===== src/rtl/spi_flash_pp_ctrl_pkg.sv =====
// Shared opcodes, status-bit position and one-hot state encoding for the
// W25Q16 page-program sequencer.
package spi_flash_pp_ctrl_pkg;

  localparam logic [7:0] OP_WREN     = 8'h06;
  localparam logic [7:0] OP_PP       = 8'h02;
  localparam logic [7:0] OP_RDSR     = 8'h05;
  localparam logic [7:0] OP_DUMMY    = 8'h00;
  localparam int         SR_BUSY_BIT = 0;

  typedef enum logic [10:0] {
    ST_IDLE     = 11'b000_0000_0001,
    ST_WREN     = 11'b000_0000_0010,
    ST_GAP1     = 11'b000_0000_0100,
    ST_PP_CMD   = 11'b000_0000_1000,
    ST_ADDR     = 11'b000_0001_0000,
    ST_DFETCH   = 11'b000_0010_0000,
    ST_DSEND    = 11'b000_0100_0000,
    ST_GAP2     = 11'b000_1000_0000,
    ST_RDSR_CMD = 11'b001_0000_0000,
    ST_POLL     = 11'b010_0000_0000,
    ST_FIN      = 11'b100_0000_0000
  } state_e;

  function automatic logic len_ok(input logic [8:0] len);
    return (len != 9'd0) && (len <= 9'd256);
  endfunction

endpackage


===== src/rtl/spi_flash_pp_ctrl_if.sv =====
// Request, write-data, byte-engine and status signals of the page-program
// controller. slave = controller side, master = user/engine side.
interface spi_flash_pp_ctrl_if;
  logic        req_valid;
  logic        req_ready;
  logic [23:0] req_addr;
  logic [8:0]  req_len;
  logic [7:0]  wr_data;
  logic        wr_valid;
  logic        wr_ready;
  logic        eng_start;
  logic [7:0]  eng_byte;
  logic        eng_hold_cs;
  logic        eng_done;
  logic [7:0]  eng_rxbyte;
  logic        busy;
  logic        done;
  logic        err;

  modport slave (
    input  req_valid, req_addr, req_len, wr_data, wr_valid, eng_done, eng_rxbyte,
    output req_ready, wr_ready, eng_start, eng_byte, eng_hold_cs, busy, done, err
  );

  modport master (
    output req_valid, req_addr, req_len, wr_data, wr_valid, eng_done, eng_rxbyte,
    input  req_ready, wr_ready, eng_start, eng_byte, eng_hold_cs, busy, done, err
  );
endinterface


===== src/rtl/spi_flash_pp_ctrl.sv =====
// Sequences WREN, PP+address+data and RDSR polling through a byte-level SPI
// engine; owns opcodes, CS framing and inter-frame gaps.
module spi_flash_pp_ctrl
  import spi_flash_pp_ctrl_pkg::*;
#(
  parameter logic [7:0]  CS_GAP_CYC = 8'd4,
  parameter logic [15:0] POLL_MAX   = 16'd5000
) (
  input logic                clk,
  input logic                rst_n,
  spi_flash_pp_ctrl_if.slave bus
);

  state_e      state_q, state_d;
  logic        sent_q, sent_d;
  logic [23:0] addr_q, addr_d;
  logic [8:0]  len_q, len_d;
  logic [8:0]  cnt_q, cnt_d;
  logic [7:0]  gap_q, gap_d;
  logic [15:0] poll_q, poll_d;
  logic [7:0]  data_q, data_d;
  logic        last_q, last_d;
  logic        tmo_q, tmo_d;
  logic        err_q, err_d;

  logic        byte_st, byte_fin, eng_start, hold, req_ready, wr_ready;
  logic [7:0]  eng_byte;

  // sent_q marks a byte in flight: start fires once on entry, done is only
  // honoured while a byte is outstanding.
  assign byte_st   = state_q inside {ST_WREN, ST_PP_CMD, ST_ADDR, ST_DSEND, ST_RDSR_CMD, ST_POLL};
  assign eng_start = byte_st && !sent_q;
  assign byte_fin  = byte_st && sent_q && bus.eng_done;

  always_ff @(posedge clk or negedge rst_n) begin
    if (!rst_n) begin
      state_q <= ST_IDLE;
      sent_q  <= 1'b0;
      addr_q  <= '0;
      len_q   <= '0;
      cnt_q   <= '0;
      gap_q   <= '0;
      poll_q  <= '0;
      data_q  <= '0;
      last_q  <= 1'b0;
      tmo_q   <= 1'b0;
      err_q   <= 1'b0;
    end else begin
      state_q <= state_d;
      sent_q  <= sent_d;
      addr_q  <= addr_d;
      len_q   <= len_d;
      cnt_q   <= cnt_d;
      gap_q   <= gap_d;
      poll_q  <= poll_d;
      data_q  <= data_d;
      last_q  <= last_d;
      tmo_q   <= tmo_d;
      err_q   <= err_d;
    end
  end

  always_comb begin
    state_d   = state_q;
    sent_d    = (sent_q || eng_start) && !byte_fin;
    addr_d    = addr_q;
    len_d     = len_q;
    cnt_d     = cnt_q;
    gap_d     = gap_q;
    poll_d    = poll_q;
    data_d    = data_q;
    last_d    = last_q;
    tmo_d     = tmo_q;
    err_d     = 1'b0;
    req_ready = 1'b0;
    wr_ready  = 1'b0;
    eng_byte  = 8'h00;
    hold      = 1'b0;
    unique case (state_q)
      ST_IDLE: begin
        req_ready = 1'b1;
        if (bus.req_valid) begin
          addr_d = bus.req_addr;
          len_d  = bus.req_len;
          cnt_d  = '0;
          poll_d = '0;
          last_d = 1'b0;
          tmo_d  = 1'b0;
          if (len_ok(bus.req_len)) state_d = ST_WREN;
          else                     err_d   = 1'b1;
        end
      end
      ST_WREN: begin
        eng_byte = OP_WREN;
        if (byte_fin) begin
          state_d = ST_GAP1;
          gap_d   = '0;
        end
      end
      ST_GAP1: begin
        if (gap_q == CS_GAP_CYC - 8'd1) state_d = ST_PP_CMD;
        else                            gap_d   = gap_q + 8'd1;
      end
      ST_PP_CMD: begin
        eng_byte = OP_PP;
        hold     = 1'b1;
        if (byte_fin) begin
          state_d = ST_ADDR;
          cnt_d   = '0;
        end
      end
      ST_ADDR: begin
        hold = 1'b1;
        case (cnt_q[1:0])
          2'd0:    eng_byte = addr_q[23:16];
          2'd1:    eng_byte = addr_q[15:8];
          default: eng_byte = addr_q[7:0];
        endcase
        if (byte_fin) begin
          if (cnt_q == 9'd2) begin
            state_d = ST_DFETCH;
            cnt_d   = '0;
          end else begin
            cnt_d = cnt_q + 9'd1;
          end
        end
      end
      ST_DFETCH: begin
        wr_ready = 1'b1;
        if (bus.wr_valid) begin
          data_d  = bus.wr_data;
          state_d = ST_DSEND;
        end
      end
      ST_DSEND: begin
        eng_byte = data_q;
        hold     = (cnt_q != len_q - 9'd1);
        if (byte_fin) begin
          if (!hold) begin
            state_d = ST_GAP2;
            gap_d   = '0;
          end else begin
            state_d = ST_DFETCH;
            cnt_d   = cnt_q + 9'd1;
          end
        end
      end
      ST_GAP2: begin
        if (gap_q == CS_GAP_CYC - 8'd1) state_d = ST_RDSR_CMD;
        else                            gap_d   = gap_q + 8'd1;
      end
      ST_RDSR_CMD: begin
        eng_byte = OP_RDSR;
        hold     = 1'b1;
        if (byte_fin) begin
          state_d = ST_POLL;
          poll_d  = '0;
          last_d  = 1'b0;
        end
      end
      ST_POLL: begin
        // last_q: the CS-releasing byte after BUSY clears or the poll budget runs out
        eng_byte = OP_DUMMY;
        hold     = !last_q;
        if (byte_fin) begin
          if (last_q) begin
            state_d = tmo_q ? ST_IDLE : ST_FIN;
            err_d   = tmo_q;
          end else if (!bus.eng_rxbyte[SR_BUSY_BIT]) begin
            last_d = 1'b1;
          end else if (poll_q == POLL_MAX - 16'd1) begin
            last_d = 1'b1;
            tmo_d  = 1'b1;
          end else begin
            poll_d = poll_q + 16'd1;
          end
        end
      end
      ST_FIN:  state_d = ST_IDLE;
      default: state_d = ST_IDLE;
    endcase
  end

  assign bus.req_ready   = req_ready;
  assign bus.wr_ready    = wr_ready;
  assign bus.eng_start   = eng_start;
  assign bus.eng_byte    = eng_byte;
  assign bus.eng_hold_cs = hold;
  assign bus.busy        = !(state_q inside {ST_IDLE, ST_FIN});
  assign bus.done        = (state_q == ST_FIN);
  assign bus.err         = err_q;

endmodule

===== src/flat_wrapper.sv =====
// flat-port wrapper written by rule: the top's interface ports become plain ports
module spi_flash_pp_ctrl_flat import spi_flash_pp_ctrl_pkg::*;
#(
  parameter logic [7:0]  CS_GAP_CYC = 8'd4,
  parameter logic [15:0] POLL_MAX   = 16'd5000
)
  (clk, rst_n, bus_req_valid, bus_req_addr, bus_req_len, bus_wr_data, bus_wr_valid, bus_eng_done, bus_eng_rxbyte, bus_req_ready, bus_wr_ready, bus_eng_start, bus_eng_byte, bus_eng_hold_cs, bus_busy, bus_done, bus_err);
  spi_flash_pp_ctrl_if bus_i ();
  input logic clk;
  input logic rst_n;
  input wire logic [$bits(bus_i.req_valid)-1:0] bus_req_valid;
  input wire logic [$bits(bus_i.req_addr)-1:0] bus_req_addr;
  input wire logic [$bits(bus_i.req_len)-1:0] bus_req_len;
  input wire logic [$bits(bus_i.wr_data)-1:0] bus_wr_data;
  input wire logic [$bits(bus_i.wr_valid)-1:0] bus_wr_valid;
  input wire logic [$bits(bus_i.eng_done)-1:0] bus_eng_done;
  input wire logic [$bits(bus_i.eng_rxbyte)-1:0] bus_eng_rxbyte;
  output wire logic [$bits(bus_i.req_ready)-1:0] bus_req_ready;
  output wire logic [$bits(bus_i.wr_ready)-1:0] bus_wr_ready;
  output wire logic [$bits(bus_i.eng_start)-1:0] bus_eng_start;
  output wire logic [$bits(bus_i.eng_byte)-1:0] bus_eng_byte;
  output wire logic [$bits(bus_i.eng_hold_cs)-1:0] bus_eng_hold_cs;
  output wire logic [$bits(bus_i.busy)-1:0] bus_busy;
  output wire logic [$bits(bus_i.done)-1:0] bus_done;
  output wire logic [$bits(bus_i.err)-1:0] bus_err;
  assign bus_i.req_valid = bus_req_valid;
  assign bus_i.req_addr = bus_req_addr;
  assign bus_i.req_len = bus_req_len;
  assign bus_i.wr_data = bus_wr_data;
  assign bus_i.wr_valid = bus_wr_valid;
  assign bus_i.eng_done = bus_eng_done;
  assign bus_i.eng_rxbyte = bus_eng_rxbyte;
  assign bus_req_ready = bus_i.req_ready;
  assign bus_wr_ready = bus_i.wr_ready;
  assign bus_eng_start = bus_i.eng_start;
  assign bus_eng_byte = bus_i.eng_byte;
  assign bus_eng_hold_cs = bus_i.eng_hold_cs;
  assign bus_busy = bus_i.busy;
  assign bus_done = bus_i.done;
  assign bus_err = bus_i.err;
  spi_flash_pp_ctrl #(.CS_GAP_CYC(CS_GAP_CYC), .POLL_MAX(POLL_MAX)) u_core (.clk(clk), .rst_n(rst_n), .bus(bus_i));
endmodule

===== config.mk =====
export PLATFORM = sky130hd
export DESIGN_NAME = spi_flash_pp_ctrl_flat
export DESIGN_NICKNAME = d
export VERILOG_FILES = /design/src/rtl/spi_flash_pp_ctrl_pkg.sv /design/src/rtl/spi_flash_pp_ctrl_if.sv /design/src/rtl/spi_flash_pp_ctrl.sv /design/src/flat_wrapper.sv
export SDC_FILE = /design/constraint.sdc
export NUM_CORES = 1
export LEC_CHECK = 0
export ABC_CLOCK_PERIOD_IN_PS = 2640
export CORE_MARGIN = 1
export CORE_UTILIZATION = 35
export CTS_CLUSTER_DIAMETER = 150
export DETAILED_ROUTE_END_ITERATION = 12
export REMOVE_ABC_BUFFERS = 1
export SLEW_MARGIN = 40
export SYNTH_ARGS = -nofsm -noshare
export SYNTH_HDL_FRONTEND = slang
export SYNTH_SLANG_ARGS = --single-unit

===== constraint.sdc =====
create_clock -name clk -period 2.64 [get_ports clk]
set_input_delay 0.792 -clock clk [delete_from_list [all_inputs] [get_ports clk]]
set_output_delay 0.792 -clock clk [all_outputs]
set_load 0.01 [all_outputs]

==> flow_summary.toml <==
[placed_design]
gp_congestion = 0.909
dpl.hpwl_um = 9920
dp.cells = 866
dp_slack_ns = -0.699
port_buffers = 61

[sta]
skew_ns = 0.00705
worst_slew_pin_slew_ns = 0.576
setup_violations = 19
hold_viol_final = 0
rsz0062_at_grt = "true"
slew_headroom_pct = 61.5
fin_ws_ns = -0.661
finalCriticalPeriod_ns = 3.30
slew_viol_final = 0
fmax_ghz = 0.303
post-route-period-util_pct = 125

[route]
drt-total-wl_um = 14300
post_drt_wl_per_cell_um = 15.7
via_per_inst = 5.26
first_pass_iters = 5
drc = 0
drtIter0Drc = 337
vias = 4783
ant_nets = 0

[cells_and_area]
drive_gt1_share_pct = 31.2
syn_to_final_growth_pct = 46.0
post-route-util_pct = 52.4
nets = 787
antenna_cells = 0
finalNonFillerCells = 910

[pwr]
p_per_area_mw_per_mm2 = 847
vdd_drop_max_mv = 0.368
leakage_nw = 3.55
total_power_w = 0.00616

[floorplan]
die_h_um = 121
initial_core_util_pct = 35.9
core_area_sq_mm = 0.0139
die_w_um = 121
rows = 43
die-area_sq_mm = 0.0147
num_io_pins = 69

[yosys]
yosys-top-cells-area = "dfrtp_1 44%, nand2_1 9.5%, nor2_1 2.9%"
syn_inst = 554
ys_types = 61
ys.flop_type = "dfrtp_1"
yosys_warnings = 0
synth_edf_count = 0
async_flop_share_pct = 100
netlist_area_sq_mm = 0.00498
yosysTopAreaCellShare_pct = 44.2
synth.avg_cell_area_sq_um = 8.99
seq_area_frac_synth_pct = 44.7
synthMostInstantiatedCell = "nand2_1"
synth_largest_area_cell = "dfrtp_1"
synth_seq_cells = 89
synth_common_cells = "126 x nand2_1, 88 x dfrtp_1, 39 x nor2_1"

[clock_tree]
cts_buffer_depth = 2
htree_levels = 3
clk_pin_slew_ns = 0.06
cts.sinks = 89
cts-buffers-inserted = 9
tritoncts = "yes"
clkLatencyLatePin_ns = 0.35
root_buffer = "clkbuf_16"
cts_hold_buf = 0

[setup_path]
start_kind = "flop"
r2r_cells = 13
arrival_ns = 2.51
path_class = "reg2out"
crit_path_end_kind = "output pin"
worstPathMaxFanout = 3
worstPathRequired_ns = 1.85

[run_status]
failed_checks = "setup timing"
status = "finished with violations"

[global_route]
overflow = 0
grt_usage_pct = 20.2
grt_pass1_wl_um = 23100
antenna_found_initial = 0
grt_max_degree = 44
grt_pass1_vias = 4843

[worst_hold_path]
hp-class = "in2async"

[job]
maxCapViolCount = 0
power by group:
group / switching, W / total (W) / internal (W)
clock: 0.000536 / 0.00138 / 0.000849
combinational: 0.00142 / 0.00281 / 0.00139
sequential: 0.000256 / 0.00196 / 0.00170
total: 0.00221 / 0.00616 / 0.00395
path summary, 6_finish.rpt:
| path | from | end | slack, ns |
|---|---|---|---|
| max | u_core.len_q[0] | bus_eng_hold_cs | -0.66 |
| min | rst_n | u_core.gap_q[4] | 0.31 |
| max reg2reg | u_core.len_q[0] | u_core.cnt_q[7] | -0.26 |
| min reg2reg | u_core.addr_q[14] | u_core.addr_q[14] | 0.47 |
| max in group asynchronous | rst_n | u_core.addr_q[14] | 1.67 |
| min in group clk | u_core.addr_q[14] | u_core.addr_q[14] | 0.47 |
worst max-delay path, stage by stage, from the launching register on:
cell and delay [ns]:
dfrtp_1 0.39, inv_2 0.08, ha_4 0.14, or4b_4 0.50
nor4_4 0.19, xnor2_1 0.15, nand4_1 0.15, o21ai_2 0.22
o2111ai_2 0.17, buf_2 0.17
timing repair:
item                       4_1_cts  5_1_grt
cloned                           1        3
setup endpoints to repair       29       53
pin swaps                       20       13
buffers inserted                22       14
gates resized for setup        107       48
metal layers:
metal | routed length (um) | vias to the layer above | GRT usage, %
met5 | 0 | - | 0
met4 | 305 | 0 | 8.56
met3 | 578 | 19 | 2.26
met2 | 7090 | 108 | 34.2
met1 | 6360 | 2351 | 25.9
li1 | - | 2305 | -
area by class of cell:
| class | count | area, sq um |
|---|---|---|
| fillers | 1269 | 6610 |
| multi-input cells | 430 | 2860 |
| flip-flops and latches | 89 | 2230 |
| repair buffers | 182 | 1600 |
| clock buffers | 12 | 246 |
| well taps | 180 | 225 |
| clock inverters | 3 | 65.1 |
| inverters | 14 | 52.6 |
cells in the final DEF, fill, tap and decap left out, drive strengths merged, types with 7 or more instances in the layout:
| cell | instances |
|---|---|
| dfrtp | 88 |
| a22o | 10 |
| a21oi | 22 |
| ha | 7 |
| nand2 | 127 |
| nor4 | 9 |
| and3 | 11 |
| nand4 | 18 |
| o31ai | 9 |
| clkbuf | 14 |
| inv | 14 |
| xnor2 | 11 |
| or4 | 9 |
| xor2 | 16 |
| nand3 | 16 |
| mux2 | 12 |
| nor3 | 19 |
| clkdlybuf4s50 | 46 |
| buf | 134 |
| o21ai | 23 |
| nor2 | 40 |
cell families (layout without fill, tap and decap cells):
logic type / Yosys count / in the layout / share of synthesized area [%]
DFF: 89 / 89 / 44.7
xor gates and xnor gates: 27 / 27 / 4.75
muxes: 17 / 17 / 3.94
and+or+nand+nor: 287 / 287 / 29.4
adders and majority gates: 7 / 7 / 1.76
AOI/OAI and AO/OA: 91 / 92 / 12.1
buffers and inverters: 36 / 211 / 3.29
registers in the layout, indices dropped and copies added (netlist names), 8 cells and up:
register and flops:
u_core.data_q 8, u_core.gap_q 8, u_core.addr_q 24, u_core.cnt_q 9
u_core.len_q 9, u_core.state_q 11, u_core.poll_q 16
metrics by stage:
stage          hold WS (ns)  instance area, sq um  setup TNS, ns
2_1_floorplan         0.439                  4870          -2.14
3_3_place_gp          0.453                  6440          -7.94
3_5_place_dp          0.459                  6440          -8.52
4_1_cts               0.312                  7040          -9.21
5_1_grt               0.327                  7270          -7.38
6_report              0.309                  7270          -5.41
Power figures use the tool's default switching activity.
